`src/rtl/opcodes.sv`:
```
// ALU opcode set and flag-bit layout shared by the
// alu_seq datapath, its bus interface and benches.
package opcodes;

  typedef enum logic [3:0] {
    FnMem,
    FnADD,
    FnADC,
    FnSUB,
    FnAND,
    FnOR,
    FnNOT,
    FnLSL,
    FnLSR,
    FnMUL
  } alu_functions_t;

  localparam int FLAGS_Z = 0;
  localparam int FLAGS_C = 1;
  localparam int FLAGS_V = 2;
  localparam int FLAGS_N = 3;

  function automatic logic [3:0] pack_flags(
    input logic n,
    input logic v,
    input logic c,
    input logic z
  );
    logic [3:0] f;
    f          = '0;
    f[FLAGS_N] = n;
    f[FLAGS_V] = v;
    f[FLAGS_C] = c;
    f[FLAGS_Z] = z;
    return f;
  endfunction

endpackage

```
`src/rtl/alu_seq_if.sv`:
```
// Request/response bundle between an ALU client
// (master) and the sequential ALU (slave).
interface alu_seq_if #(
  parameter int WIDTH = 16
) ();
  import opcodes::*;

  logic             Start;
  alu_functions_t   AluOp;
  logic [WIDTH-1:0] Op1;
  logic [WIDTH-1:0] Op2;
  logic             Busy;
  logic             Done;
  logic [WIDTH-1:0] Result;
  logic [3:0]       Flags;

  modport master (
    output Start, AluOp, Op1, Op2,
    input  Busy, Done, Result, Flags
  );

  modport slave (
    input  Start, AluOp, Op1, Op2,
    output Busy, Done, Result, Flags
  );
endinterface

```
`src/rtl/alu_seq_comb.sv`:
```
// Single-cycle ALU datapath: result plus raw
// carry/borrow and overflow, no flag register.
module alu_seq_comb
  import opcodes::*;
#(
  parameter int WIDTH = 16
) (
  input  alu_functions_t   op_i,
  input  logic [WIDTH-1:0] a_i,
  input  logic [WIDTH-1:0] b_i,
  input  logic             cin_i,
  output logic [WIDTH-1:0] res_o,
  output logic             c_o,
  output logic             v_o
);

  localparam int M = WIDTH - 1;

  logic         cin_add;
  logic [WIDTH:0] sum;
  logic [WIDTH:0] dif;
  logic         v_add;
  logic         v_sub;

  assign cin_add = (op_i == FnADC) & cin_i;
  assign sum = {1'b0, a_i} + {1'b0, b_i}
             + {{WIDTH{1'b0}}, cin_add};
  // Top bit of the widened difference is the borrow.
  assign dif = {1'b0, a_i} - {1'b0, b_i};

  assign v_add = (a_i[M] == b_i[M])
               & (sum[M] != a_i[M]);
  assign v_sub = (a_i[M] != b_i[M])
               & (dif[M] != a_i[M]);

  always_comb begin
    res_o = a_i;
    c_o   = 1'b0;
    v_o   = 1'b0;
    unique case (1'b1)
      (op_i == FnADD),
      (op_i == FnADC): begin
        res_o = sum[M:0];
        c_o   = sum[WIDTH];
        v_o   = v_add;
      end
      (op_i == FnSUB): begin
        res_o = dif[M:0];
        c_o   = dif[WIDTH];
        v_o   = v_sub;
      end
      (op_i == FnAND): res_o = a_i & b_i;
      (op_i == FnOR):  res_o = a_i | b_i;
      (op_i == FnNOT): res_o = ~a_i;
      default: ;
    endcase
  end

endmodule

```
`src/rtl/alu_seq.sv`:
```
// Sequential ALU: single-cycle ops plus bit-serial
// shifts and a shift-add multiplier behind one FSM.
module alu_seq
  import opcodes::*;
#(
  parameter int WIDTH = 16,
  parameter int SHW   = $clog2(WIDTH)
) (
  input logic     Clock,
  input logic     Reset,
  alu_seq_if.slave bus
);

  typedef enum logic [1:0] {
    IDLE,
    SHIFT,
    MUL
  } state_e;

  state_e           state_q, state_d;
  logic [SHW-1:0]   cnt_q, cnt_d;
  logic [WIDTH-1:0] a_q, a_d;
  logic [WIDTH-1:0] b_q, b_d;
  logic [WIDTH-1:0] hi_q, hi_d;
  alu_functions_t   op_q, op_d;
  logic [WIDTH-1:0] res_q, res_d;
  logic [3:0]       flg_q, flg_d;
  logic             done_q, done_d;

  logic [WIDTH-1:0] c_res;
  logic             c_c;
  logic             c_v;

  alu_seq_comb #(
    .WIDTH(WIDTH)
  ) u_comb (
    .op_i (bus.AluOp),
    .a_i  (bus.Op1),
    .b_i  (bus.Op2),
    .cin_i(flg_q[FLAGS_C]),
    .res_o(c_res),
    .c_o  (c_c),
    .v_o  (c_v)
  );

  logic             idle;
  logic [SHW-1:0]   n;
  logic             sh_op;
  logic             left;
  logic [WIDTH-1:0] src;
  logic [WIDTH-1:0] sh_nxt;
  logic             sh_c;

  assign idle  = (state_q == IDLE);
  assign n     = bus.Op2[SHW-1:0];
  assign sh_op = (bus.AluOp == FnLSL)
               | (bus.AluOp == FnLSR);
  assign left  = idle ? (bus.AluOp == FnLSL)
                      : (op_q == FnLSL);
  assign src   = idle ? bus.Op1 : a_q;

  // First step runs on the accepting edge.
  assign sh_nxt = left ? {src[WIDTH-2:0], 1'b0}
                       : {1'b0, src[WIDTH-1:1]};
  assign sh_c   = left ? src[WIDTH-1] : src[0];

  logic [WIDTH-1:0] m_hi;
  logic [WIDTH-1:0] m_lo;
  logic [WIDTH-1:0] m_b;
  logic [WIDTH:0]   m_sum;
  logic [WIDTH-1:0] mhi_nxt;
  logic [WIDTH-1:0] mlo_nxt;

  assign m_hi  = idle ? '0 : hi_q;
  assign m_lo  = idle ? bus.Op2 : a_q;
  assign m_b   = idle ? bus.Op1 : b_q;
  assign m_sum = {1'b0, m_hi}
               + (m_lo[0] ? {1'b0, m_b} : '0);
  assign mhi_nxt = m_sum[WIDTH:1];
  assign mlo_nxt = {m_sum[0], m_lo[WIDTH-1:1]};

  logic             fin;
  logic [WIDTH-1:0] fin_res;
  logic             fin_c;
  logic             fin_v;

  always_comb begin
    state_d = state_q;
    cnt_d   = cnt_q;
    a_d     = a_q;
    b_d     = b_q;
    hi_d    = hi_q;
    op_d    = op_q;
    res_d   = res_q;
    flg_d   = flg_q;
    done_d  = 1'b0;
    fin     = 1'b0;
    fin_res = c_res;
    fin_c   = c_c;
    fin_v   = c_v;
    unique case (state_q)
      IDLE: begin
        if (bus.Start) begin
          op_d = bus.AluOp;
          a_d  = bus.Op1;
          b_d  = bus.Op2;
          unique case (1'b1)
            (sh_op && n == SHW'(1)): begin
              fin     = 1'b1;
              fin_res = sh_nxt;
              fin_c   = sh_c;
              fin_v   = 1'b0;
            end
            (sh_op && n > SHW'(1)): begin
              a_d     = sh_nxt;
              cnt_d   = n - SHW'(2);
              state_d = SHIFT;
            end
            (bus.AluOp == FnMUL): begin
              a_d     = mlo_nxt;
              hi_d    = mhi_nxt;
              b_d     = bus.Op1;
              cnt_d   = SHW'(WIDTH - 2);
              state_d = MUL;
            end
            default: fin = 1'b1;
          endcase
        end
      end
      SHIFT: begin
        a_d   = sh_nxt;
        cnt_d = cnt_q - SHW'(1);
        if (cnt_q == '0) begin
          state_d = IDLE;
          fin     = 1'b1;
          fin_res = sh_nxt;
          fin_c   = sh_c;
          fin_v   = 1'b0;
        end
      end
      MUL: begin
        a_d   = mlo_nxt;
        hi_d  = mhi_nxt;
        cnt_d = cnt_q - SHW'(1);
        if (cnt_q == '0) begin
          state_d = IDLE;
          fin     = 1'b1;
          fin_res = mlo_nxt;
          fin_c   = |mhi_nxt;
          fin_v   = 1'b0;
        end
      end
      default: state_d = IDLE;
    endcase
    if (fin) begin
      res_d  = fin_res;
      flg_d  = pack_flags(fin_res[WIDTH-1], fin_v,
                          fin_c, fin_res == '0);
      done_d = 1'b1;
    end
  end

  always_ff @(posedge Clock) begin
    if (Reset) begin
      state_q <= IDLE;
      cnt_q   <= '0;
      a_q     <= '0;
      b_q     <= '0;
      hi_q    <= '0;
      op_q    <= FnMem;
      res_q   <= '0;
      flg_q   <= '0;
      done_q  <= 1'b0;
    end else begin
      state_q <= state_d;
      cnt_q   <= cnt_d;
      a_q     <= a_d;
      b_q     <= b_d;
      hi_q    <= hi_d;
      op_q    <= op_d;
      res_q   <= res_d;
      flg_q   <= flg_d;
      done_q  <= done_d;
    end
  end

  assign bus.Busy   = ~idle;
  assign bus.Done   = done_q;
  assign bus.Result = res_q;
  assign bus.Flags  = flg_q;

endmodule

```
`src/flat_wrapper.sv`:
```
// flat-port wrapper written by rule: the top's interface ports become plain ports
module alu_seq_flat import opcodes::*;
#(
  parameter int WIDTH = 16,
  parameter int SHW   = $clog2(WIDTH)
)
  (Clock, Reset, bus_Start, bus_AluOp, bus_Op1, bus_Op2, bus_Busy, bus_Done, bus_Result, bus_Flags);
  alu_seq_if #(.WIDTH(WIDTH)) bus_i ();
  input logic Clock;
  input logic Reset;
  input wire logic [$bits(bus_i.Start)-1:0] bus_Start;
  input wire logic [$bits(bus_i.AluOp)-1:0] bus_AluOp;
  input wire logic [$bits(bus_i.Op1)-1:0] bus_Op1;
  input wire logic [$bits(bus_i.Op2)-1:0] bus_Op2;
  output wire logic [$bits(bus_i.Busy)-1:0] bus_Busy;
  output wire logic [$bits(bus_i.Done)-1:0] bus_Done;
  output wire logic [$bits(bus_i.Result)-1:0] bus_Result;
  output wire logic [$bits(bus_i.Flags)-1:0] bus_Flags;
  assign bus_i.Start = bus_Start;
  assign bus_i.AluOp = bus_AluOp;
  assign bus_i.Op1 = bus_Op1;
  assign bus_i.Op2 = bus_Op2;
  assign bus_Busy = bus_i.Busy;
  assign bus_Done = bus_i.Done;
  assign bus_Result = bus_i.Result;
  assign bus_Flags = bus_i.Flags;
  alu_seq #(.WIDTH(WIDTH), .SHW(SHW)) u_core (.Clock(Clock), .Reset(Reset), .bus(bus_i));
endmodule
```
`config.mk`:
```
export PLATFORM = sky130hd
export DESIGN_NAME = alu_seq_flat
export DESIGN_NICKNAME = d
export VERILOG_FILES = /design/src/rtl/opcodes.sv /design/src/rtl/alu_seq_if.sv /design/src/rtl/alu_seq_comb.sv /design/src/rtl/alu_seq.sv /design/src/flat_wrapper.sv
export SDC_FILE = /design/constraint.sdc
export NUM_CORES = 1
export LEC_CHECK = 0
export BUFFER_PORTS_ARGS = -buffer_cell sky130_fd_sc_hd__buf_2
export CAP_MARGIN = 20
export CORE_MARGIN = 5
export CORE_UTILIZATION = 35
export DETAILED_ROUTE_END_ITERATION = 6
export PLACE_DENSITY_LB_ADDON = 0.25
export SLEW_MARGIN = 20
export SYNTH_ARGS = -nofsm -noshare
export SYNTH_HDL_FRONTEND = slang
export SYNTH_SLANG_ARGS = --single-unit
export TNS_END_PERCENT = 50
```
`constraint.sdc`:
```
create_clock -name Clock -period 8.65 [get_ports Clock]
set_input_delay 2.1625 -clock Clock [delete_from_list [all_inputs] [get_ports Clock]]
set_output_delay 2.1625 -clock Clock [all_outputs]
set_load 0.005 [all_outputs]
```
==> metrics.txt <==
critical path arrival=6.43 ns; Initial Utilization=35.18%; r2r setup slk=3.17 ns; hold buffer count at CTS=0; wire length per cell=20.83 um; Cell Count, Final, Fillers Out=1559; max incr delay on CP=0.53 ns; EDFF count, synth=0; Comb power frac=46.5%; Hold Crit Start=u_core.hi_q[12]; via count=9454; Clk network pwr share=24.5%; CTS buffer count=9; diode count=0; number of global-route vias before repair=8865; Worst Skew=0.01193 ns; Worst slew margin=35.01%; Top Ports=61; Crit Path Max Fanout=16; Final Cell Area=9570 um2; status=finished clean; Synth Flop Type=dfxtp_1; pin count of the biggest net entering global routing=58; H-Tree Depth=3; placed cells=1542; #FFs+latches synth=78; register area=1562 um2; Syn Inst Count=1229; buffers and inverters on the worst path=2; VDD IR-drop max=0.08106 mV; Sw Share=43.52%; Netlist Area Pre-Place=8782 um2; Reg clk slew, reported paths=0.07 ns; root buffer cell=clkbuf_16; CTS max path bufs=2; Final Slew Violations=0; layout cell share with drive strength beyond 1=10.50%; I/O Buffers=60; area occupied by multi-input gates=6630 um2; FILL cells=2642; Die ar.=28360 um2; final hold vios=0; Max Cap Viol=0; hold path depth=2; DR pass1 iterations=6; Nets=1341; Hold Path End=u_core.hi_q[12]; worst slew pin tran=0.9713 ns; DRC viols=0; Setup TNS=0 ns; hpwl dp=24450 um; sequential share of power=28.9%; Routability Congestion=0.9489; Leakage=0.004066 uW; internal power=863.7 uW; initial drt markers=1001; remaining global-route overflow=0; share of the yosys chip area belonging to registers=17.78%; Fmax=161.0 MHz; Area growth syn-to-layout=8.976%; min-delay worst type=flop to flop; unrepaired setup endpoints after global routing=no; DRT Wirelength=32470 um; asr flop ratio synth=0%; R2R depth=16; WP data required=8.87 ns; Largest delay share family, worst path=simple AND/OR/NAND/NOR gates; kind of critical path=primary input to flop; Post-CTS Setup Inserts=0; Switch Pwr=665.6 uW; Vias/cell=6.064; Clock Sinks=78; first-pass GRT wire length=50510 um; critical path's slowest cell=or4_1; YS warnings=0; Die Wd=168.4 um; leading area contributor after synthesis=dfxtp_1; Synth top area share=17.78%; Final Core Density=38.34%; Routed Antenna Nets=0; Post-Syn Area per Cell=7.146 um2; Setup violations, final=0; Synth Net Count=1346; synth top area cells=dfxtp_1 18%, ha_1 11%, nor2_1 6.7%; Worst setup EP type=flop; core area=24960 um2; final worst path period share=71.78%; initial antenna violation count=0; r2r startpoint=u_core.state_q[0]; Setup crit start kind=primary input; # resized after CTS=0; RR Endpoint=u_core.bus.Flags[1]; most frequent cells in the layout=157 x nor2_1, 127 x nand2_1, 102 x a21oi_1, 78 x dfxtp_1, 73 x ha_1; CTS tree=built; most used cell, CP=or4_1; leading cell type in the layout, fill and taps excluded=nor2_1; Die H=168.4 um; min Tclk post-route=6.209 ns; row count=58; placed inst area=9273 um2; Netlist cell types=77; power density cells=159.8 nW/um2; global router's overall resource usage=22.18%; CP Cell Sequence=buf_2 > mux2i_1 > buf_4 > nor2_1 > ha_1 > fa_1 > a211o_1 > a2111oi_2 > nor2_1 > nor2_2 > xnor2_1 > or4_1 > or4_1 > or4_1 > o41ai_2 > a41oi_1; clock latency on the worst-skew pair=0.36 ns
sequential cells by signal, summed over array words and instances, names as in the netlist:
register,flops
u_core.a_q,16
u_core.b_q,16
u_core.bus.Done,1
u_core.bus.Flags,4
u_core.bus.Result,15
u_core.cnt_q,4
u_core.hi_q,16
u_core.op_q,4
u_core.state_q,2
worst register-to-register path: stages, from the launching register on:
cell and delay, ns:
dfxtp_1 0.34, inv_1 0.13, ha_4 0.64, inv_1 0.56
nand2_1 0.20, a21oi_1 0.13, fa_1 0.46, a211o_1 0.34
a2111oi_2 0.35, nor2_1 0.14, nor2_2 0.11, xnor2_1 0.08
or4_1 0.53, or4_1 0.40, or4_1 0.42, o41ai_2 0.37
a41oi_1 0.16
power by group through the flow:
stage               clock (uW)  sequential (uW)  combinational, uW
floorplan                    0              440                490
CTS                        381              441                694
detailed placement           0              449                691
global route               394              448                778
finish                     375              443                712
global placement             0              449                692
worst max-delay path by stage:
stage / slack, ns / from / endpoint / cells past startpoint
5_1_grt: 2.22 / bus_Op2[0] / u_core.bus.Flags[1] / 16
2_1_floorplan: 2.42 / bus_Op2[0] / u_core.bus.Flags[1] / 15
4_1_cts: 2.41 / bus_Op2[0] / u_core.bus.Flags[1] / 16
6_report: 2.44 / bus_Op2[0] / u_core.bus.Flags[1] / 16
3_5_place_dp: 2.11 / bus_Op2[0] / u_core.bus.Flags[1] / 16
3_3_place_gp: 2.18 / bus_Op2[0] / u_core.bus.Flags[1] / 16
synthesized netlist by cell type (14+ instances only):
cell type / number
nor2_1: 157
nand2_1: 127
a21oi_1: 102
dfxtp_1: 78
ha_1: 74
clkbuf_1: 70
inv_1: 66
a211oi_1: 50
o21ai_0: 45
mux2i_1: 43
nor3_1: 30
nor2b_1: 26
a22oi_1: 23
xnor2_1: 21
a311oi_1: 20
nand3_1: 18
o22ai_1: 18
nand2b_1: 16
a221oi_1: 15
buf_2: 15
mux2_2: 14
stage by stage:
| step | total power, uW | setup WS [ns] | hold WS [ns] |
|---|---|---|---|
| final | 1529 | 2.441 | 0.4474 |
| after global placement | 1140 | 2.176 | 0.4349 |
| after floorplan | 929.9 | 2.420 | 0.4273 |
| after global routing | 1620 | 2.215 | 0.4731 |
| after CTS | 1516 | 2.412 | 0.4480 |
| after detailed placement | 1140 | 2.107 | 0.4392 |
layer usage:
layer | up-vias | GRT usage [%] | routed length, um
li1 | 4488 | - | -
met1 | 4458 | 30.98 | 14520
met2 | 427 | 33.21 | 14030
met3 | 81 | 4.625 | 2585
met4 | 0 | 9.104 | 1332
met5 | - | 0 | 0
layout make-up:
| cell class | count | area share [%] |
|---|---|---|
| Timing Repair Buffer | 77 | 4.550 |
| Inverter | 66 | 2.589 |
| Clock buffer | 9 | 2.353 |
| Multi-Input combinational cell | 992 | 69.28 |
| Clock inverter | 7 | 0.6014 |
| Sequential cell | 78 | 16.32 |
| Tap cell | 330 | 4.314 |
cells by family (layout without fill, tap and decap cells):
| group | Yosys count | in the layout | share of synthesized area, % |
|---|---|---|---|
| and+or+nand+nor | 431 | 431 | 22.77 |
| adders and majority gates | 78 | 78 | 11.45 |
| muxes | 57 | 57 | 6.696 |
| buffers and inverters | 159 | 159 | 7.095 |
| AOI/OAI and AO/OA | 401 | 401 | 31.71 |
| DFF | 78 | 78 | 17.78 |
| xor gates and xnor gates | 25 | 25 | 2.493 |
(Power assumes the default switching activity.)
